`src/rtl/fetch_ctrl_pkg.sv`:
```
// Shared definitions for the fetch controller: FSM states, redirect priority
// levels, stall-vector encodings and bus-level constants.
package fetch_ctrl_pkg;

  localparam int REG_BUS_W = 32;

  localparam logic BRANCH_ENABLE = 1'b1;
  localparam logic STOP          = 1'b1;
  localparam logic NO_STOP       = 1'b0;

  typedef enum logic [1:0] {
    FC_IDLE  = 2'd0,
    FC_PEND  = 2'd1,
    FC_FLUSH = 2'd2
  } fc_state_t;

  // Numeric order is the arbitration order: a larger code wins.
  typedef enum logic [1:0] {
    PRI_NONE = 2'd0,
    PRI_BR   = 2'd1,
    PRI_MRET = 2'd2,
    PRI_TRAP = 2'd3
  } fc_pri_t;

  localparam logic [2:0] STALL_NONE = 3'b000;
  localparam logic [2:0] STALL_IF   = 3'b001;
  localparam logic [2:0] STALL_ID   = 3'b011;
  localparam logic [2:0] STALL_EX   = 3'b111;

  // A stall in a later stage must also hold every earlier register.
  function automatic logic [2:0] merge_stall(input logic req_if, input logic req_id,
                                             input logic req_ex);
    if (req_ex)      return STALL_EX;
    else if (req_id) return STALL_ID;
    else if (req_if) return STALL_IF;
    else             return STALL_NONE;
  endfunction

endpackage

```
`src/rtl/fetch_ctrl_if.sv`:
```
// Front-end control bus between the pipeline stages and fetch_ctrl.
// master: stage side (raises stall/redirect requests, consumes stall/flush).
// slave:  fetch_ctrl.
interface fetch_ctrl_if import fetch_ctrl_pkg::*; #(
  parameter int ADDR_W = REG_BUS_W
) ();

  logic              stallreq_if_i;
  logic              stallreq_id_i;
  logic              stallreq_ex_i;
  logic              branch_flag_i;
  logic [ADDR_W-1:0] branch_addr_i;
  logic              trap_flag_i;
  logic [ADDR_W-1:0] trap_addr_i;
  logic              mret_flag_i;
  logic [ADDR_W-1:0] mret_addr_i;
  logic [2:0]        stalled_o;
  logic              branch_flag_o;
  logic [ADDR_W-1:0] branch_addr_o;
  logic              flush_o;
  logic              busy_o;

  modport master (
    output stallreq_if_i, stallreq_id_i, stallreq_ex_i,
    output branch_flag_i, branch_addr_i, trap_flag_i, trap_addr_i,
    output mret_flag_i, mret_addr_i,
    input  stalled_o, branch_flag_o, branch_addr_o, flush_o, busy_o
  );

  modport slave (
    input  stallreq_if_i, stallreq_id_i, stallreq_ex_i,
    input  branch_flag_i, branch_addr_i, trap_flag_i, trap_addr_i,
    input  mret_flag_i, mret_addr_i,
    output stalled_o, branch_flag_o, branch_addr_o, flush_o, busy_o
  );

endinterface

```
`src/rtl/fetch_ctrl_redirect_arb.sv`:
```
// Fixed-priority redirect arbiter: trap > mret > branch. Purely combinational.
module fetch_ctrl_redirect_arb import fetch_ctrl_pkg::*; #(
  parameter int ADDR_W = REG_BUS_W
) (
  input  logic              trap_flag,
  input  logic [ADDR_W-1:0] trap_addr,
  input  logic              mret_flag,
  input  logic [ADDR_W-1:0] mret_addr,
  input  logic              branch_flag,
  input  logic [ADDR_W-1:0] branch_addr,
  output logic              req_vld,
  output fc_pri_t           req_lvl,
  output logic [ADDR_W-1:0] req_addr
);

  // Pick the highest-priority active redirect source.
  always_comb begin
    req_vld  = 1'b0;
    req_lvl  = PRI_NONE;
    req_addr = '0;
    if (trap_flag) begin
      req_vld  = 1'b1;
      req_lvl  = PRI_TRAP;
      req_addr = trap_addr;
    end else if (mret_flag) begin
      req_vld  = 1'b1;
      req_lvl  = PRI_MRET;
      req_addr = mret_addr;
    end else if (branch_flag) begin
      req_vld  = 1'b1;
      req_lvl  = PRI_BR;
      req_addr = branch_addr;
    end
  end

endmodule

```
`src/rtl/fetch_ctrl.sv`:
```
// Fetch controller: merges stage stall requests, arbitrates PC redirects,
// holds a redirect that arrives while the PC is stalled, and squashes the
// wrong path with a FLUSH_CYCLES-long flush after each redirect.
// Optional build macro FETCH_CTRL_PERF_EN adds stall/redirect counters.
module fetch_ctrl import fetch_ctrl_pkg::*; #(
  parameter int ADDR_W       = REG_BUS_W,
  parameter int FLUSH_CYCLES = 2
) (
  input  logic        clk,
  input  logic        rst,
  fetch_ctrl_if.slave bus
`ifdef FETCH_CTRL_PERF_EN
  ,
  output logic [31:0] perf_stall_cnt_o,
  output logic [31:0] perf_redir_cnt_o
`endif
);

  localparam logic [2:0] FLUSH_LOAD = 3'(FLUSH_CYCLES);

  fc_state_t         state;
  fc_pri_t           pend_lvl;
  logic [ADDR_W-1:0] pend_addr;
  logic [2:0]        flush_cnt;

  logic              req_vld;
  fc_pri_t           req_lvl;
  logic [ADDR_W-1:0] req_addr;
  logic              req_higher;
  logic              trap_req;
  logic [2:0]        base_stall;
  logic [2:0]        stalled;
  logic              issue;
  logic [ADDR_W-1:0] issue_addr;

  fetch_ctrl_redirect_arb #(.ADDR_W(ADDR_W)) u_arb (
    .trap_flag   (bus.trap_flag_i),
    .trap_addr   (bus.trap_addr_i),
    .mret_flag   (bus.mret_flag_i),
    .mret_addr   (bus.mret_addr_i),
    .branch_flag (bus.branch_flag_i),
    .branch_addr (bus.branch_addr_i),
    .req_vld     (req_vld),
    .req_lvl     (req_lvl),
    .req_addr    (req_addr)
  );

  assign base_stall = merge_stall(bus.stallreq_if_i, bus.stallreq_id_i, bus.stallreq_ex_i);
  assign req_higher = req_vld && (req_lvl > pend_lvl);
  assign trap_req   = req_vld && (req_lvl == PRI_TRAP);

  // Decide whether a redirect issues this cycle and build the stall vector;
  // the PC samples on negedge, so the redirect is visible with zero latency.
  always_comb begin
    issue      = 1'b0;
    issue_addr = '0;
    unique case (state)
      FC_IDLE: begin
        if (req_vld && base_stall[0] == NO_STOP) begin
          issue      = BRANCH_ENABLE;
          issue_addr = req_addr;
        end
      end
      FC_PEND: begin
        if (base_stall[0] == NO_STOP) begin
          issue      = BRANCH_ENABLE;
          issue_addr = req_higher ? req_addr : pend_addr;
        end
      end
      FC_FLUSH: begin
        // Only a trap survives a flush; branch/mret come from squashed slots.
        if (trap_req && base_stall[0] == NO_STOP) begin
          issue      = BRANCH_ENABLE;
          issue_addr = req_addr;
        end
      end
      default: ;
    endcase
    stalled = base_stall;
    if (state == FC_PEND && !issue) stalled = base_stall | STALL_IF;
    if (rst) begin
      issue      = 1'b0;
      issue_addr = '0;
      stalled    = STALL_NONE;
    end
  end

  assign bus.stalled_o     = stalled;
  assign bus.branch_flag_o = issue;
  assign bus.branch_addr_o = issue_addr;
  assign bus.flush_o       = !rst && (state == FC_FLUSH);
  assign bus.busy_o        = !rst && (state != FC_IDLE);

  // Redirect sequencing FSM with pending-redirect register and flush counter.
  always_ff @(posedge clk) begin
    if (rst) begin
      state     <= FC_IDLE;
      pend_lvl  <= PRI_NONE;
      pend_addr <= '0;
      flush_cnt <= '0;
    end else begin
      unique case (state)
        FC_IDLE: begin
          if (issue) begin
            state     <= FC_FLUSH;
            flush_cnt <= FLUSH_LOAD;
          end else if (req_vld) begin
            state     <= FC_PEND;
            pend_lvl  <= req_lvl;
            pend_addr <= req_addr;
          end
        end
        FC_PEND: begin
          if (issue) begin
            state     <= FC_FLUSH;
            flush_cnt <= FLUSH_LOAD;
            pend_lvl  <= PRI_NONE;
          end else if (req_higher) begin
            pend_lvl  <= req_lvl;
            pend_addr <= req_addr;
          end
        end
        FC_FLUSH: begin
          if (issue) begin
            flush_cnt <= FLUSH_LOAD;
          end else if (trap_req) begin
            state     <= FC_PEND;
            pend_lvl  <= req_lvl;
            pend_addr <= req_addr;
            flush_cnt <= '0;
          end else if (base_stall[2] != STOP) begin
            if (flush_cnt <= 3'd1) state <= FC_IDLE;
            else                   flush_cnt <= flush_cnt - 3'd1;
          end
        end
        default: state <= FC_IDLE;
      endcase
    end
  end

`ifdef FETCH_CTRL_PERF_EN
  // Free-running stall-cycle and redirect counters, wrapping at 2^32.
  always_ff @(posedge clk) begin
    if (rst) begin
      perf_stall_cnt_o <= '0;
      perf_redir_cnt_o <= '0;
    end else begin
      if (stalled[0]) perf_stall_cnt_o <= perf_stall_cnt_o + 32'd1;
      if (issue)      perf_redir_cnt_o <= perf_redir_cnt_o + 32'd1;
    end
  end
`endif

endmodule
```
`src/flat_wrapper.sv`:
```
// flat-port wrapper written by rule: the top's interface ports become plain ports
module fetch_ctrl_flat import fetch_ctrl_pkg::*;
#(
  parameter int ADDR_W       = REG_BUS_W,
  parameter int FLUSH_CYCLES = 2
)
  (clk, rst, bus_stallreq_if_i, bus_stallreq_id_i, bus_stallreq_ex_i, bus_branch_flag_i, bus_branch_addr_i, bus_trap_flag_i, bus_trap_addr_i, bus_mret_flag_i, bus_mret_addr_i, bus_stalled_o, bus_branch_flag_o, bus_branch_addr_o, bus_flush_o, bus_busy_o);
  fetch_ctrl_if #(.ADDR_W(ADDR_W)) bus_i ();
  input  logic clk;
  input  logic rst;
  input wire logic [$bits(bus_i.stallreq_if_i)-1:0] bus_stallreq_if_i;
  input wire logic [$bits(bus_i.stallreq_id_i)-1:0] bus_stallreq_id_i;
  input wire logic [$bits(bus_i.stallreq_ex_i)-1:0] bus_stallreq_ex_i;
  input wire logic [$bits(bus_i.branch_flag_i)-1:0] bus_branch_flag_i;
  input wire logic [$bits(bus_i.branch_addr_i)-1:0] bus_branch_addr_i;
  input wire logic [$bits(bus_i.trap_flag_i)-1:0] bus_trap_flag_i;
  input wire logic [$bits(bus_i.trap_addr_i)-1:0] bus_trap_addr_i;
  input wire logic [$bits(bus_i.mret_flag_i)-1:0] bus_mret_flag_i;
  input wire logic [$bits(bus_i.mret_addr_i)-1:0] bus_mret_addr_i;
  output wire logic [$bits(bus_i.stalled_o)-1:0] bus_stalled_o;
  output wire logic [$bits(bus_i.branch_flag_o)-1:0] bus_branch_flag_o;
  output wire logic [$bits(bus_i.branch_addr_o)-1:0] bus_branch_addr_o;
  output wire logic [$bits(bus_i.flush_o)-1:0] bus_flush_o;
  output wire logic [$bits(bus_i.busy_o)-1:0] bus_busy_o;
  assign bus_i.stallreq_if_i = bus_stallreq_if_i;
  assign bus_i.stallreq_id_i = bus_stallreq_id_i;
  assign bus_i.stallreq_ex_i = bus_stallreq_ex_i;
  assign bus_i.branch_flag_i = bus_branch_flag_i;
  assign bus_i.branch_addr_i = bus_branch_addr_i;
  assign bus_i.trap_flag_i = bus_trap_flag_i;
  assign bus_i.trap_addr_i = bus_trap_addr_i;
  assign bus_i.mret_flag_i = bus_mret_flag_i;
  assign bus_i.mret_addr_i = bus_mret_addr_i;
  assign bus_stalled_o = bus_i.stalled_o;
  assign bus_branch_flag_o = bus_i.branch_flag_o;
  assign bus_branch_addr_o = bus_i.branch_addr_o;
  assign bus_flush_o = bus_i.flush_o;
  assign bus_busy_o = bus_i.busy_o;
  fetch_ctrl #(.ADDR_W(ADDR_W), .FLUSH_CYCLES(FLUSH_CYCLES)) u_core (.clk(clk), .rst(rst), .bus(bus_i));
endmodule
```
`config.mk`:
```
export PLATFORM = sky130hd
export DESIGN_NAME = fetch_ctrl_flat
export DESIGN_NICKNAME = d
export VERILOG_FILES = /design/src/rtl/fetch_ctrl_pkg.sv /design/src/rtl/fetch_ctrl_if.sv /design/src/rtl/fetch_ctrl_redirect_arb.sv /design/src/rtl/fetch_ctrl.sv /design/src/flat_wrapper.sv
export SDC_FILE = /design/constraint.sdc
export NUM_CORES = 1
export LEC_CHECK = 0
export ABC_AREA = 1
export ABC_CLOCK_PERIOD_IN_PS = 3300
export CAP_MARGIN = 15
export CORE_UTILIZATION = 30
export CTS_BUF_LIST = sky130_fd_sc_hd__clkbuf_16
export CTS_CLUSTER_DIAMETER = 150
export DETAILED_ROUTE_END_ITERATION = 10
export GPL_TIMING_DRIVEN = 1
export HOLD_SLACK_MARGIN = 0.15
export PLACE_DENSITY = 0.65
export SETUP_SLACK_MARGIN = 0.1
export SYNTH_ARGS = -nofsm -noshare
export SYNTH_HDL_FRONTEND = slang
export SYNTH_SLANG_ARGS = --single-unit
```
`constraint.sdc`:
```
create_clock -name clk -period 3.3 [get_ports clk]
set_input_delay 0.66 -clock clk [delete_from_list [all_inputs] [get_ports clk]]
set_output_delay 0.66 -clock clk [all_outputs]
set_load 0.005 [all_outputs]
```
# [Yosys cells after proc, flatten, opt, wreduce, memory -nomap -nowiden]
# Index checks and enable logic that the tools add are counted.
# W data, S select, Z words.
[totals] ff_bits=39 inputBits=104 elab_cells=94
[classes] addsub=1 order_cmp=2 n_eq_ne=16 mux=52 n_bitwise=1 reduce_logical=18
[op_table] operator="$mux W32" count=13
[op_table] operator="$pmux W32 S3" count=2
[op_table] operator="$mux W2" count=15
[op_table] operator="$mux W3" count=8
[op_table] operator="$ne A3 B2 Y1 const B" count=4
[op_table] operator="$pmux W2 S3" count=2
[op_table] operator="$reduce_and A6 Y1" count=2
[op_table] operator="$mux W1" count=10
[op_table] operator="$ne A2 B2 Y1 const B" count=4
[op_table] operator="$ne A4 B3 Y1 const B" count=2
[op_table] operator="$logic_and A1 B1 Y1" count=7
[op_table] operator="$ne A2 B1 Y1 const B" count=3
[op_table] operator="$pmux W3 S2" count=1
[op_table] operator="$reduce_and A5 Y1" count=1
[op_table] operator="$eq A2 B2 Y1 const B" count=2
[op_table] operator="$reduce_and A4 Y1" count=1
[op_table] operator="$reduce_bool A2 Y1" count=2
[op_table] operator="$le A3 B1 Y1 const B" count=1
[op_table] operator="$pmux W1 S3" count=1
[op_table] operator="$reduce_bool A3 Y1" count=1
[op_table] operator="$sub A3 B1 Y3 const B" count=1
[op_table] operator="$eq A2 B1 Y1 const B" count=1
[op_table] operator="$gt A2 B2 Y1" count=1
[op_table] operator="$logic_not A1 Y1" count=2
[op_table] operator="3 further kinds" count=3

# [Longest topological paths before layout]
# Gate-level depths: netlist of run 1.
[depth] ltp_word=12 ltp_mapped=16 ltp_nobuf=13

# [Hierarchy]
# From an unflattened synthesis of run 1, not the netlist that was laid out.
[hier_totals] hier_cells=632 hier_area_um2=3708.6
[modules_own_cells] mod="fetch_ctrl" n_inst=1 cells_per_inst=480 area_each_um2=2855.2 seq_area_each_um2=780.7
[modules_own_cells] mod="fetch_ctrl_redirect_arb" n_inst=1 cells_per_inst=152 area_each_um2=853.3 seq_area_each_um2=0.0

# [Worst setup path before layout of run 1]
# OpenSTA, ideal clock, no wires.
[synth_path] path_kind="input-to-output" from="in bus_mret_flag_i" to="out bus_branch_addr_o[14]" arrival_time_ns=2.223 t_required_ns=2.640 setup_slack_ns=0.417 stages=13 path_buffers=3 path_cell_list="buf_2 > inv_1 > buf_2 > nand2_1 > nand2_1 > inv_1 > ha_1 > nand2_1 > nand3_1 > buf_2 > nand2_1 > nand3_1 > a21oi_1"
[synth_between] elab_chain_len=8 word_cells_on_any_way=18 classes_between="order compare (1); eq/ne (1); mux (12); reduce/logical (4)"
[synth_rtl] item="start, declared" line_no="flat_wrapper.sv:18" source="input wire logic [$bits(bus_i.mret_flag_i)-1:0] bus_mret_flag_i;"
[synth_rtl] item="$mux W2" line_no="fetch_ctrl_redirect_arb.sv:25" source="end else if (mret_flag) begin"
[synth_rtl] item="$mux W2" line_no="fetch_ctrl_redirect_arb.sv:21" source="if (trap_flag) begin"
[synth_rtl] item="$gt A2 B2 Y1 or $eq A2 B2 Y1 (tied branches)" line_no="fetch_ctrl.sv:49, fetch_ctrl.sv:50"
[synth_rtl] item="$logic_and A1 B1 Y1 (on tied branches)" line_no="fetch_ctrl.sv:49, fetch_ctrl.sv:50"
[synth_rtl] item="$mux W32 or $logic_and A1 B1 Y1 (tied branches)" line_no="fetch_ctrl.sv:67, fetch_ctrl.sv:72"
[synth_rtl] item="$mux W32 (on tied branches)" line_no="fetch_ctrl.sv:65, fetch_ctrl.sv:72"
[synth_rtl] item="$pmux W32 S3 (*)" line_no="fetch_ctrl.sv:57" source="unique case (state)"
[synth_rtl] item="$mux W32 (*)" line_no="fetch_ctrl.sv:81" source="if (rst) begin"
[synth_rtl] item="end, declared" line_no="flat_wrapper.sv:22" source="output wire logic [$bits(bus_i.branch_addr_o)-1:0] bus_branch_addr_o;"
# Mark *: on every way between the ends. The rest lies on a longest branch, timed or not.

# [Final worst setup path of run 1]
[layout_path] from="in bus_branch_flag_i" to="out bus_branch_addr_o[5]"
[layout_between] elab_chain_len=9 word_cells_on_any_way=21 classes_between="order compare (1); eq/ne (1); mux (15); reduce/logical (4)"
[layout_rtl] item="start, declared" line_no="flat_wrapper.sv:14" source="input wire logic [$bits(bus_i.branch_flag_i)-1:0] bus_branch_flag_i;"
[layout_rtl] item="$mux W1" line_no="fetch_ctrl_redirect_arb.sv:29" source="end else if (branch_flag) begin"
[layout_rtl] item="$mux W2" line_no="fetch_ctrl_redirect_arb.sv:25"
[layout_rtl] item="$mux W2" line_no="fetch_ctrl_redirect_arb.sv:21"
[layout_rtl] item="$gt A2 B2 Y1 or $eq A2 B2 Y1 (tied branches)" line_no="fetch_ctrl.sv:49, fetch_ctrl.sv:50"
[layout_rtl] item="$logic_and A1 B1 Y1 (on tied branches)" line_no="fetch_ctrl.sv:49, fetch_ctrl.sv:50"
[layout_rtl] item="$mux W32 or $logic_and A1 B1 Y1 (tied branches)" line_no="fetch_ctrl.sv:67, fetch_ctrl.sv:72"
[layout_rtl] item="$mux W32 (on tied branches)" line_no="fetch_ctrl.sv:65, fetch_ctrl.sv:72"
[layout_rtl] item="$pmux W32 S3 (*)" line_no="fetch_ctrl.sv:57"
[layout_rtl] item="$mux W32 (*)" line_no="fetch_ctrl.sv:81"
# Marks and branches as above.

==> out/summary.md, run 1 <==
## STA
* 0 — final-report hold violation count
* 475.6 ps — Post-Route Hold Slack
* 6.110 ps — final setup skew
* 573.8 ps — pin slew with the least headroom to its limit
* 0 — Slew Limit Fails
* 61.34% — max_slew headroom
* 237.0 ps — Worst Slack Setup Final
* no — unrepaired setup endpoints after global routing
* 3063 ps — time the worst path needs with I/O delays and setup
* 0.3265 GHz — Peak Freq
* 0 — final number of setup-violating endpoints
* 92.82% — share of the cycle needed by the critical path after routing

## Drt
* 8 — iteration count of the initial detailed-routing pass
* 4.755 — per-cell via count in the routed design
* 13.51 um — WL per Instance
* 13.30 mm — aggregate routed wire length
* 0 — number of routed nets with antenna violations
* 184 — First DRT Iteration DRCs
* 11 — final routed DRC violation total
* 4684 — Via Count

## Yosys
* 39 — flip-flop and latch count after synthesis
* 3597 sq um — cell area after synthesis
* 21.70% — fraction of the yosys area taken by sequential cells
* 25 — Synth cell types
* 5.236 sq um — mean post-synth cell area
* 0 — total number of yosys warnings
* 687 — number of standard cells after synthesis
* 795 — Syn Nets

## Power
* 0.001335 W — cell-internal power
* 0.0007867 W — power dissipated by switching net loads
* 2.780 nW — leakage power
* 37.08% — switching part of the total power
* 27.2% — sequential group share of total power
* 0.2448 mV — peak supply drop
* 50.9% — combinational share of power
* 365.0 nW/um^2 — total power per unit cell area
* 21.9% — clock network power share

## Floorplan
* 111.5 um — Die Wd
* 12430 sq um — area of the die
* 111.5 um — die boundary height
* 31.10% — initial core utilization
* 39 — number of placement rows
* 11560 sq um — area of the core region
* 142 — Boundary Pins

## Global routing
* 0 — antenna violations before repair
* 28.71% — met1 track utilization from global routing
* 0 — total congestion overflow after global routing
* 35 — pin count of the biggest net entering global routing
* met2 — busiest layer in global routing
* 21.47% — overall track demand over capacity in global routing
* 21.80 mm — wire length of the first global-routing pass
* 2.831% — GRT met3 Usage
* 4388 — vias in the first global route
* 37.04% — met2 Resource Use GR

## Setup path
* sky130_fd_sc_hd__ha_1 — slowest stage cell, crit path
* 2400 ps — Crit path arrival time
* 5 — critical path peak fanout
* 280 ps — maximum single-stage delay on the critical path
* in -> out — worst setup path category
* primary output — sort of element at the end of the critical path
* primary input — category of the worst setup path launch point
* 2640 ps — data required time at the worst endpoint
* clkdlybuf4s15_1, nand2_1, nand2_1, inv_1, ha_1, nand2_2, nand2_2, nor2_4, buf_12, buf_12, nand2_1, nand3_1, a21oi_2, dlygate4sd2_1 — sequence of cells on the critical path
* sky130_fd_sc_hd__nand2_1 — cell seen most often among critical-path stages

## Placement
* 0.7771 — RD Place Congestion
* -322.5 ps — placement-stage worst setup slack
* 969 — number of placed instances with taps included
* 141 — Port Buffer Count
* 5381 sq um — placement-stage cell area
* 8.925 mm — placed wire-length estimate

## Cells and area
* 949 — number of nets in the finished design
* 1230 — # fillers
* 5812 sq um — Finished Cell Area
* 0 — number of antenna diodes
* 985 — post-route insts no fill
* 12.95% — layout cell share with drive strength beyond 1
* 61.57% — area growth from synthesis to final layout

## Clock network
* 2 — maximum number of buffers from clock root to sink
* 2 — H-tree depth
* 0 — cts-stage hold buffer count
* 39 — clock sinks
* 60 ps — CTS clk-pin slew, worst paths
* done — CTS tree
* 280 ps — clock latency reported for the late side of the worst-skew pair
* sky130_fd_sc_hd__clkbuf_16 — clock root cell
* 5 — total clock buffers created by CTS

## Hold path
* reg -> reg — worst min path class

## Run status
* design-rule violations — violations in the final reports
* complete, but fails checks — status

## Flow run
* 0 — # Max-Cap Violations

[final timing paths]
| check | from | end | slack [ps] | cells past startpoint |
|---|---|---|---|---|
| setup / recovery | bus_branch_flag_i | bus_branch_addr_o[5] | 240 | 14 |
| hold / removal | u_core.pend_lvl[0] | u_core.pend_lvl[0] | 480 | 2 |
| hold reg to reg | u_core.pend_lvl[0] | u_core.pend_lvl[0] | 480 | 2 |
| setup reg to reg | u_core.state[1] | u_core.pend_addr[2] | 1250 | 12 |
[worst max-delay path: cells and delay by family]
kind | cells | cell delay [ps]
buf+inv | 5 | 760
simple gates | 7 | 630
fa+ha+maj | 1 | 280
compound gates | 1 | 70
[cell families after synthesis]
family                     share of synthesized area [%]
AOI/OAI and AO/OA                                  20.10
buffers and inverters                              14.40
and+or+nand+nor                                    42.16
adders and majority gates                          1.391
DFF                                                21.70
xor gates and xnor gates                          0.2435
[cell usage in the layout (no fill, tap or decap), types with 2 or more instances in the layout]
master and count:
sky130_fd_sc_hd__nand2_1 211, sky130_fd_sc_hd__buf_16 2, sky130_fd_sc_hd__nand3_2 9, sky130_fd_sc_hd__nor2_1 78
sky130_fd_sc_hd__dfxtp_1 39, sky130_fd_sc_hd__nand2_2 3, sky130_fd_sc_hd__nor2_4 2, sky130_fd_sc_hd__o21ai_1 2
sky130_fd_sc_hd__dlygate4sd2_1 6, sky130_fd_sc_hd__buf_4 39, sky130_fd_sc_hd__a21oi_2 18, sky130_fd_sc_hd__ha_1 3
sky130_fd_sc_hd__clkdlybuf4s15_1 18, sky130_fd_sc_hd__a21oi_1 54, sky130_fd_sc_hd__clkdlybuf4s50_1 106, sky130_fd_sc_hd__buf_2 2
sky130_fd_sc_hd__clkbuf_16 7, sky130_fd_sc_hd__inv_1 81, sky130_fd_sc_hd__buf_12 8, sky130_fd_sc_hd__clkdlybuf4s15_2 3
sky130_fd_sc_hd__o21ai_0 66, sky130_fd_sc_hd__inv_2 3, sky130_fd_sc_hd__clkbuf_2 6, sky130_fd_sc_hd__nand3_1 63
[synthesized netlist by cell type]
master	n	area [sq um]
sky130_fd_sc_hd__a21o_1	1	7.510
sky130_fd_sc_hd__a21oi_1	72	360.4
sky130_fd_sc_hd__buf_1	8	30.03
sky130_fd_sc_hd__buf_2	15	75.07
sky130_fd_sc_hd__buf_4	4	30.03
sky130_fd_sc_hd__clkbuf_1	19	71.32
sky130_fd_sc_hd__dfxtp_1	39	780.8
sky130_fd_sc_hd__ha_1	4	50.05
sky130_fd_sc_hd__inv_1	82	307.8
sky130_fd_sc_hd__inv_2	1	3.750
sky130_fd_sc_hd__nand2_1	213	799.5
sky130_fd_sc_hd__nand2_2	1	6.260
sky130_fd_sc_hd__nand3_1	72	360.4
sky130_fd_sc_hd__nand3_2	1	10.01
sky130_fd_sc_hd__nand4_1	1	6.260
sky130_fd_sc_hd__nand4_2	1	12.51
sky130_fd_sc_hd__nor2_1	78	292.8
sky130_fd_sc_hd__nor2_2	2	12.51
sky130_fd_sc_hd__nor2_4	1	11.26
sky130_fd_sc_hd__nor3_1	1	5.000
sky130_fd_sc_hd__o21ai_0	66	330.3
sky130_fd_sc_hd__o21ai_1	2	10.01
sky130_fd_sc_hd__o21bai_1	1	7.510
sky130_fd_sc_hd__o31ai_1	1	7.510
sky130_fd_sc_hd__xor2_1	1	8.760
[power by group through the flow]
| stage | combinational [W] | clock [W] | sequential, W |
|---|---|---|---|
| final | 0.00108 | 0.000464 | 0.000576 |
| after global routing | 0.00121 | 0.000499 | 0.000586 |
| after CTS | 0.00102 | 0.000471 | 0.000575 |
| after detailed placement | 0.000907 | 0 | 0.000585 |
| after global placement | 0.000902 | 0 | 0.000583 |
| after floorplan | 0.000543 | 0 | 0.000578 |
[layer usage]
metal / vias up / part of all wire, %
met5: - / 0
li1: 2483 / -
met1: 2092 / 48
met3: 6 / 5.1
met4: 0 / 0.77
met2: 103 / 46
[metrics by stage]
step	power, W	TNS, ps	utilization (%)
after floorplan	0.001120	0	-
after global placement	0.001485	-8005	46.53
after detailed placement	0.001492	-8661	46.53
after CTS	0.002066	0	49.16
after global routing	0.002297	0	50.25
final	0.002121	0	50.25
[area by class of cell]
| cell class | instances | area [sq um] | share of cell area, % |
|---|---|---|---|
| Multi-Input combinational cell | 519 | 2441 | 42.00 |
| Timing Repair Buffer | 193 | 1958 | 33.69 |
| Sequential cell | 39 | 780.7 | 13.43 |
| Inverter | 83 | 311.5 | 5.361 |
| Tap cell | 143 | 178.9 | 3.079 |
| Clock buffer | 5 | 125.1 | 2.153 |
| Clock inverter | 3 | 16.27 | 0.2799 |
[registers in the layout, summed over array words and instances (netlist names)]
signal            flops
u_core.flush_cnt      3
u_core.pend_lvl       2
u_core.pend_addr     32
u_core.state          2
[repair_timing]
item | in CTS | in global routing
cloned | 3 | 2
setup buffers | 1 | 2
setup endpoints to repair | 32 | 32
gates resized for setup | 78 | 31
pin swaps | 11 | 11
(Power assumes the default switching activity.)
==> run 2, diff against run 1 <==
--- a/config.mk
+++ b/config.mk
@@ -6,8 +6,9 @@
 export NUM_CORES = 1
 export LEC_CHECK = 0
 export ABC_AREA = 1
-export ABC_CLOCK_PERIOD_IN_PS = 3300
+export ABC_CLOCK_PERIOD_IN_PS = 3900
 export CAP_MARGIN = 15
+export CORE_MARGIN = 2
 export CORE_UTILIZATION = 30
 export CTS_BUF_LIST = sky130_fd_sc_hd__clkbuf_16
 export CTS_CLUSTER_DIAMETER = 150
==> constraint.sdc (replaced) <==
create_clock -name clk -period 3.9 [get_ports clk]
set_input_delay 0.78 -clock clk [delete_from_list [all_inputs] [get_ports clk]]
set_output_delay 0.78 -clock clk [all_outputs]
set_load 0.005 [all_outputs]
==> out/summary.md, run 2 (synthesis results as in run 1) <==
## Clock network
* 2 — H-tree depth
* 60 ps — CTS clk-pin slew, worst paths
* sky130_fd_sc_hd__clkbuf_16 — clock root cell
* 0 — cts-stage hold buffer count
* 5 — total clock buffers created by CTS
* 280 ps — clock latency reported for the late side of the worst-skew pair
* 2 — maximum number of buffers from clock root to sink
* 39 — clock sinks
* done — CTS tree

## Placement
* 8.806 mm — placed wire-length estimate
* 141 — Port Buffer Count
* 946 — number of placed instances with taps included
* 0.7844 — RD Place Congestion
* -241.7 ps — placement-stage worst setup slack

## Drt
* 13.80 um — WL per Instance
* 0 — number of routed nets with antenna violations
* 13.29 mm — aggregate routed wire length
* 0 — final routed DRC violation total
* 4 — iteration count of the initial detailed-routing pass
* 4649 — Via Count
* 268 — First DRT Iteration DRCs
* 4.828 — per-cell via count in the routed design

## STA
* 0.2633 GHz — Peak Freq
* 0 — Slew Limit Fails
* 101.5 ps — Worst Slack Setup Final
* 0 — final number of setup-violating endpoints
* 479.7 ps — Post-Route Hold Slack
* 639.3 ps — pin slew with the least headroom to its limit
* 57.33% — max_slew headroom
* 3.565 ps — final setup skew
* 0 — final-report hold violation count
* yes — unrepaired setup endpoints after global routing
* 3799 ps — time the worst path needs with I/O delays and setup
* 97.40% — share of the cycle needed by the critical path after routing
* 0 ps — final total negative setup slack

## Setup path
* 3120 ps — data required time at the worst endpoint
* in -> out — worst setup path category
* primary input — category of the worst setup path launch point
* sky130_fd_sc_hd__nand2_1 — cell seen most often among critical-path stages
* primary output — sort of element at the end of the critical path
* 4 — critical path peak fanout
* 3020 ps — Crit path arrival time
* 510 ps — maximum single-stage delay on the critical path
* clkdlybuf4s50_1, nand2_1, nand2_1, inv_1, ha_1, nand2_2, nand3_4, buf_4, nand2_1, nand3_1, a21oi_2, clkdlybuf4s50_1 — sequence of cells on the critical path
* sky130_fd_sc_hd__clkdlybuf4s50_1 — slowest stage cell, crit path

## Power
* 27.1% — sequential group share of total power
* 0.2101 mV — peak supply drop
* 35.62% — switching part of the total power
* 29.1% — clock network power share
* 43.8% — combinational share of power
* 327.5 nW/um^2 — total power per unit cell area
* 2.757 nW — leakage power
* 0.001160 W — cell-internal power
* 0.0006419 W — power dissipated by switching net loads

## Floorplan
* 39 — number of placement rows
* 12880 sq um — area of the die
* 31.10% — initial core utilization
* 11560 sq um — area of the core region
* 113.5 um — Die Wd
* 113.5 um — die boundary height
* 142 — Boundary Pins

## Global routing
* 21.80 mm — wire length of the first global-routing pass
* 35 — pin count of the biggest net entering global routing
* 0 — total congestion overflow after global routing
* 20.49% — overall track demand over capacity in global routing
* 4265 — vias in the first global route
* 0 — antenna violations before repair

## Cells and area
* 47.57% — Final Util
* 963 — post-route insts no fill
* 927 — number of nets in the finished design
* 211 x sky130_fd_sc_hd__nand2_1, 114 x sky130_fd_sc_hd__clkdlybuf4s50_1, 82 x sky130_fd_sc_hd__inv_1 — leading cell types in the layout, fill and taps excluded
* 1242 — # fillers
* u_core.pend_addr — top register by number of flip-flops
* u_core.pend_addr (32), u_core.flush_cnt (3) — Regs by FF count
* 6.951% — layout cell share with drive strength beyond 1
* 32 — number of flip-flops in the largest register
* 52.94% — area growth from synthesis to final layout
* sky130_fd_sc_hd__nand2_1 — most frequent standard cell in the layout excluding fill and tap cells
* 0 — number of antenna diodes

## Run status
* completed — status

## Hold path
* reg -> reg — worst min path class

## Flow run
* 0 — # Max-Cap Violations

[run 2: changes by cell type in the layout (fill, tap and decap cells not counted), moves of 8 or more]
cell                              change
sky130_fd_sc_hd__a21oi_1             +11
sky130_fd_sc_hd__a21oi_2             -12
sky130_fd_sc_hd__buf_4               -17
sky130_fd_sc_hd__clkdlybuf4s15_1     -18
sky130_fd_sc_hd__clkdlybuf4s50_1      +8
sky130_fd_sc_hd__dlygate4sd2_1       +15
sky130_fd_sc_hd__nand3_1              +8
sky130_fd_sc_hd__nand3_2              -8
[run 2: per-layer routing]
metal | global-route usage, % | vias to the layer above | part of all wire [%]
met3 | 2.816 | 2 | 5.5
li1 | - | 2430 | -
met5 | 0 | - | 0
met1 | 29.65 | 2084 | 49
met2 | 33.61 | 133 | 45
met4 | 2.195 | 0 | 0.30
[run 2: power by group through the flow]
| stage | clock network (W) | registers [W] | logic [W] |
|---|---|---|---|
| floorplan | 0 | 0.000489 | 0.000459 |
| global placement | 0 | 0.000494 | 0.000700 |
| detailed placement | 0 | 0.000495 | 0.000704 |
| CTS | 0.000531 | 0.000487 | 0.000781 |
| global route | 0.000548 | 0.000495 | 0.000894 |
| finish | 0.000525 | 0.000488 | 0.000789 |
[run 2: final timing paths]
kind | from | end | slack, ps | cells after the start
worst max-delay path | bus_branch_flag_i | bus_branch_addr_o[4] | 100 | 12
worst min-delay path | u_core.pend_lvl[1] | u_core.pend_lvl[1] | 480 | 2
worst max register to register | u_core.state[1] | u_core.pend_addr[3] | 1740 | 11
worst min register to register | u_core.pend_lvl[1] | u_core.pend_lvl[1] | 480 | 2
[run 2: final cells by class]
cell class	instances	area, sq um	share of cell area [%]
Clock buffer	5	125.1	2.274
Clock inverter	3	63.81	1.160
Inverter	83	311.5	5.663
Multi-Input combinational cell	520	2384	43.33
Sequential cell	39	780.7	14.19
Tap cell	143	178.9	3.252
Timing Repair Buffer	170	1658	30.13
[run 2: metrics by stage]
step / area (sq um) / total power (W)
final: 5502 / 0.001802
after global routing: 5502 / 0.001937
after CTS: 5468 / 0.001799
after detailed placement: 5151 / 0.001199
after global placement: 5151 / 0.001194
after floorplan: 3597 / 0.0009481
[run 2: timing repair]
item / 4_1_cts / 5_1_grt
gates cloned: 3 / 0
setup buffers: 6 / 0
resized for setup: 39 / 11
setup endpoints to repair: 32 / 14
pin swaps: 10 / 3
[run 2: critical path: cells and delay by family]
| family | cells | cell delay, ps |
|---|---|---|
| AOI/OAI and AO/OA | 1 | 160 |
| adders and majority gates | 1 | 280 |
| buffers and inverters | 4 | 1250 |
| and+or+nand+nor | 6 | 540 |
==> variant 1 (config.mk and constraints of run 1) <==
`BRANCH_ENABLE`: 1'b1 -> 1'b0.
--- a/src/rtl/fetch_ctrl_pkg.sv
+++ b/src/rtl/fetch_ctrl_pkg.sv
@@ -4,7 +4,7 @@
 
   localparam int REG_BUS_W = 32;
 
-  localparam logic BRANCH_ENABLE = 1'b1;
+  localparam logic BRANCH_ENABLE = 1'b0;
   localparam logic STOP          = 1'b1;
   localparam logic NO_STOP       = 1'b0;
 
Formal check against the unedited RTL: not equivalent (a bounded check fails within 4 cycles, from zero or initial values and one cycle with rst high).
==> variant 1 against run 1 <==
  * Sequential cell count is 4 lower
  * Setup slack got worse by 0.0037 ns
  * Critical endpoint is now bus_branch_addr_o[6]
  * Non-clock buffer count increased by 20
  * Worst hold slack improved by 0.076 ns
  * Area after synthesis decreased by 2.9%
  * Final cell count stayed put
  * Total power fell by 16%
  * Largest cell class unchanged
  * Wire length shrank 9.6%
  * Highest routed layer unchanged
  * Cell area decreased by 5.5%
==> variant 1: results (changes against run 1) <==
stage,metric,value,unit,change
clock_tree,cts_buffers,5,,unchanged
worst_setup_path,critical_path_arrival,2.41,ns,
logic_synthesis,synthMuxAreaShare,0,%,unchanged
logic_synthesis,ys_top_cells_by_area,"nand2_1, dfxtp_1, nand3_1, a21oi_1, inv_1",,"was nand2_1, dfxtp_1, a21oi_1, nand3_1, o21ai_0"
timing,clock_skew,0.00363,ns,was 0.00611 ns
clock_tree,path_clk_slew,0.05,ns,
routing,route.detailed.drc,0,,was 11
placement,dpl_cell_area,0.00533,sq mm,was 0.00538 sq mm
routing,drtPass1Iterations,6,,was 8
routing,drt_wl_total,12000,microns,was 13300 microns
hold_path,hold_class,reg2reg,,unchanged
logic_synthesis,ys_async_sr_fraction,0,%,unchanged
pwr,worst_ir_drop_vdd,0.000238,V,was 0.000245 V
global_route,grt.total_usage,20.2,%,was 21.5%
global_route,antenna_found_initial,0,,unchanged
logic_synthesis,synth-xor-area-share,0,%,was 0.243%
layout,nFillCells,1204,,was 1230
routing,drt-initial-drc-count,196,,was 184
worst_setup_path,crit_slowest_cell,dlygate4sd2_1,,was ha_1
outcome,outcome,"finished, final reports clean",,was finished with violations
global_route,grt_pass1_wl,19500,microns,was 21800 microns
logic_synthesis,avgSynthCellArea,5.23,sq um,was 5.24 sq um
global_route,grt_max_degree,38,,was 35
worst_setup_path,crit_family,buffers and inverters,,unchanged
clock_tree,htree_levels,2,,unchanged
logic_synthesis,yosys.area_share.adder,0.717,%,was 1.39%
placement,place_inst,971,,was 969
layout,antenna_cells,0,,unchanged
logic_synthesis,synth-seq-area-share,20.1,%,was 21.7%
layout,nets,947,,was 949
layout,reg_top3,"u_core.pend_addr (32), u_core.pend_lvl (2), u_core.state (1)",,"was u_core.pend_addr (32), u_core.flush_cnt (3)"
worst_setup_path,crit_path_max_fanout,26,,was 5
placement,post-dp-hpwl,8070,microns,was 8930 microns
logic_synthesis,ys.flop_type,dfxtp_1,,unchanged
routing,post_drt_via_cell_ratio,4.60,,was 4.76
pwr,p_leak,2.77,nW,was 2.78 nW
clock_tree,cts_buffer_depth,2,,unchanged
clock_tree,clock-root-buffer,clkbuf_16,,unchanged
timing,tightestPinTransition,1.03,ns,was 0.574 ns
placement,gp_congestion,0.761,,was 0.777
logic_synthesis,ys_top_cells_by_count,"nand2_1, nand3_1, inv_1",,"was nand2_1, inv_1, nor2_1"
logic_synthesis,yosys.cell_types.count,20,,was 25
placement,io_buffers,139,,was 141
logic_synthesis,synth_compound_area_share,14.6,%,was 20.1%
clock_tree,clk_latency,0.27,ns,
worst_setup_path,critPathMaxStageDelay,0.28,ns,about the same
logic_synthesis,yosys_warnings,0,,unchanged
layout,stdcell_count,985,,unchanged
layout,drive_above_1_share,12.2,%,was 12.9%
global_route,grt_pass1_vias,4089,,was 4388
[variant 1: cell types whose count changed in the layout (fill, tap and decap cells not counted), moves of 12 or more]
cell / delta
nand3_1: +33
o21ai_1: +20
nand2_1: +20
a21oi_2: -12
buf_4: +30
dlygate4sd2_1: +20
clkdlybuf4s15_1: -14
o21ai_0: -54
[variant 1: cell type report]
type | count | area (sq um) | share of cell area (%)
multi-input combinational | 510 | 2250 | 40.9
timing repair buffer | 213 | 1940 | 35.4
sequential | 35 | 701 | 12.8
inverter | 76 | 285 | 5.19
tap | 143 | 179 | 3.26
clock buffer | 5 | 125 | 2.28
clock inverter | 3 | 11.3 | 0.205
[variant 1: what timing repair did]
action | 4_1_cts | 5_1_grt
gates cloned | 1 | 0
resized for setup | 41 | 16
pin swaps | 2 | 1
setup endpoints to repair | 32 | 32
buffers inserted | 4 | 1
[variant 1: final timing paths]
| path | from | end | slack (ns) | cells past startpoint |
|---|---|---|---|---|
| setup / recovery | bus_branch_flag_i | bus_branch_addr_o[6] | 0.23 | 11 |
| hold / removal | u_core.pend_lvl[0] | u_core.pend_lvl[0] | 0.55 | 2 |
| setup reg to reg | u_core.pend_lvl[1] | u_core.pend_addr[13] | 1.64 | 10 |
| hold reg to reg | u_core.pend_lvl[0] | u_core.pend_lvl[0] | 0.55 | 2 |
[variant 1: kinds of logic (layout without fill, tap and decap cells)]
family | after synthesis | in the layout
adders and majority gates | 2 | 2
buffers and inverters | 125 | 297
and+or+nand+nor | 403 | 404
other | 1 | 2
DFF | 35 | 35
AOI/OAI and AO/OA | 102 | 102
[variant 1: power breakdown]
part | switching, W | total [W] | internal [W]
clock | 0.000169 | 0.000440 | 0.000271
combinational | 0.000447 | 0.000845 | 0.000398
sequential | 0.0000148 | 0.000500 | 0.000485
[variant 1: routing by layer]
metal / up-vias / part of all wire (%) / track usage, %
li1: 2442 / - / -
met1: 1950 / 44 / 24.6
met2: 129 / 48 / 37.3
met3: 7 / 6.3 / 3.50
met4: 0 / 0.94 / 3.05
met5: - / 0 / 0
[variant 1: through the flow]
step	worst slack [ns]	setup TNS, ns	hold WS [ns]
5_1_grt	0.0820	0	0.580
2_1_floorplan	0.586	0	0.502
6_report	0.233	0	0.551
3_3_place_gp	-0.680	-20.84	0.531
4_1_cts	0.104	0	0.557
3_5_place_dp	-0.702	-21.71	0.543
[variant 1: worst reg2reg max path: stages, from the launching register on]
cell and delay, ns:
dfxtp_1 0.32, inv_1 0.04, ha_1 0.28, nand2_1 0.10, nand2_2 0.13, nor2_4 0.14, buf_4 0.19, nand2_1 0.08
buf_4 0.13, nand3_1 0.08, nand2_1 0.06
==> variant 2 (settings of run 1) <==
Made on the original files. Encoding of `fc_state_t`: now one-hot (3 bits for 3 states).
--- a/src/rtl/fetch_ctrl_pkg.sv
+++ b/src/rtl/fetch_ctrl_pkg.sv
@@ -8,10 +8,10 @@
   localparam logic STOP          = 1'b1;
   localparam logic NO_STOP       = 1'b0;
 
-  typedef enum logic [1:0] {
-    FC_IDLE  = 2'd0,
-    FC_PEND  = 2'd1,
-    FC_FLUSH = 2'd2
+  typedef enum logic [2:0] {
+    FC_IDLE  = 3'b001,
+    FC_PEND  = 3'b010,
+    FC_FLUSH = 3'b100
   } fc_state_t;
 
   // Numeric order is the arbitration order: a larger code wins.
Formal check against the unedited RTL: no difference found for any inputs over 4 cycles, from zero or initial values and one cycle with rst high; so few cycles prove little.
==> variant 2 against run 1 <==
  * Fmax shrank 0.64%
  * Worst hold slack got worse by 0.0082 ns
  * Area after synthesis grew 2.1%
  * Setup slack worse by 0.020 ns
  * Sequential cell count up 1
  * Wire length shrank 14%
  * First-iteration DRC count fell by 16%
  * Total power increased by 8.1%
  * Cell area shrank 3.7%
  * Largest cell class unchanged
  * Highest routed layer unchanged
==> variant 2: results (changes against run 1) <==
stage,metric,value,unit,change
timing,clock_skew,0.00495,ns,was 0.00611 ns
logic_synthesis,synth-seq-area-share,21.8,%,was 21.7%
routing,drt-initial-drc-count,155,,was 184
placement,post-dp-hpwl,8110,microns,was 8930 microns
placement,gp_congestion,0.791,,was 0.777
placement,dpl_cell_area,0.00536,sq mm,was 0.00538 sq mm
logic_synthesis,synth_compound_area_share,20.0,%,was 20.1%
worst_setup_path,worstRegToRegCells,14,,was 12
layout,nets,946,,was 949
logic_synthesis,synthCells,696,,was 687
layout,drive_above_1_share,11.8,%,was 12.9%
worst_setup_path,regToRegSetupSlack,1.45,ns,was 1.25 ns
routing,drt_wl_total,11500,microns,was 13300 microns
hold_path,hold-path-endpoint,u_core.pend_lvl[1],,was u_core.pend_lvl[0]
worst_setup_path,r2r-start,u_core.pend_lvl[1],,was u_core.state[1]
placement,pre_cts_ws,-0.454,ns,was -0.322 ns
logic_synthesis,syn_nets,804,,was 795
outcome,outcome,"finished, final reports clean",,was finished with violations
logic_synthesis,yosys.area_share.adder,1.36,%,was 1.39%
worst_setup_path,critPathCapture,bus_branch_addr_o[1],,was bus_branch_addr_o[5]
pwr,p_sw_share,38.9,%,was 37.1%
logic_synthesis,ys_top_cells_by_count,"nand2_1, inv_1, nor2_1",,unchanged
global_route,grt_pass1_vias,3969,,was 4388
logic_synthesis,ys_top_cells_by_area,"nand2_1, dfxtp_1, a21oi_1, o21ai_0, inv_1",,"was nand2_1, dfxtp_1, a21oi_1, nand3_1, o21ai_0"
pwr,worst_ir_drop_vdd,0.000219,V,was 0.000245 V
worst_setup_path,critical_path_arrival,2.42,ns,was 2.40 ns
logic_synthesis,yosys.cell_types.count,29,,was 25
worst_setup_path,crit_slowest_cell,ha_4,,was ha_1
global_route,grt_max_degree,47,,was 35
## variant 2: changes by cell type after synthesis, moves of 3 or more
cell,before,now
nand2_1,213,249
nand3_1,72,37
inv_2,1,8
buf_1,8,3
buf_6,0,5
a31oi_1,0,4
inv_1,82,78
a21oi_1,72,69
clkbuf_1,19,16
nand3_2,1,4
## variant 2: cells by family after synthesis
| group | Yosys count |
|---|---|
| adder cells (fa/ha/maj) | 4 |
| AO/OA/AOI/OAI | 144 |
| AND/OR/NAND/NOR | 376 |
| flip-flops | 40 |
| XOR/XNOR | 1 |
| buffers and inverters | 131 |
## variant 2: final cells by class
type                       instances  area, sq um
clock buffer                       5          125
timing repair buffer             179         1720
inverter                          87          329
sequential                        40          801
multi-input combinational        525         2420
clock inverter                     3         11.3
tap                              147          184
fill                            1295         6360
## variant 2: power groups by stage
stage                     clock network (W)  logic (W)  registers [W]
after floorplan                           0   0.000765       0.000622
after global placement                    0    0.00112       0.000625
after detailed placement                  0    0.00113       0.000628
after CTS                          0.000463    0.00121       0.000617
after global routing               0.000478    0.00140       0.000626
final                              0.000450    0.00123       0.000618
## variant 2: layer usage
layer	wire (microns)	track usage (%)	up-vias
met2	5210	30.9	103
met3	689	3.24	5
li1	-	-	2452
met5	0	0	-
met4	49	3.02	0
met1	5520	24.0	1947
## variant 2: per-stage QoR
stage	util, %	hold WS (ns)	total power, W	setup TNS (ns)
final	46.8	0.467	0.00229	0
after global routing	46.8	0.489	0.00250	0
after detailed placement	44.8	0.458	0.00176	-13.96
after global placement	44.8	0.461	0.00175	-12.55
after CTS	46.6	0.467	0.00229	0
after floorplan	-	0.445	0.00139	0
## variant 2: timing repair
action	in CTS	in global routing
buffers inserted	2	1
pin swaps	9	13
gates resized for setup	59	41
gates cloned	1	0
endpoints found under the setup margin	33	32
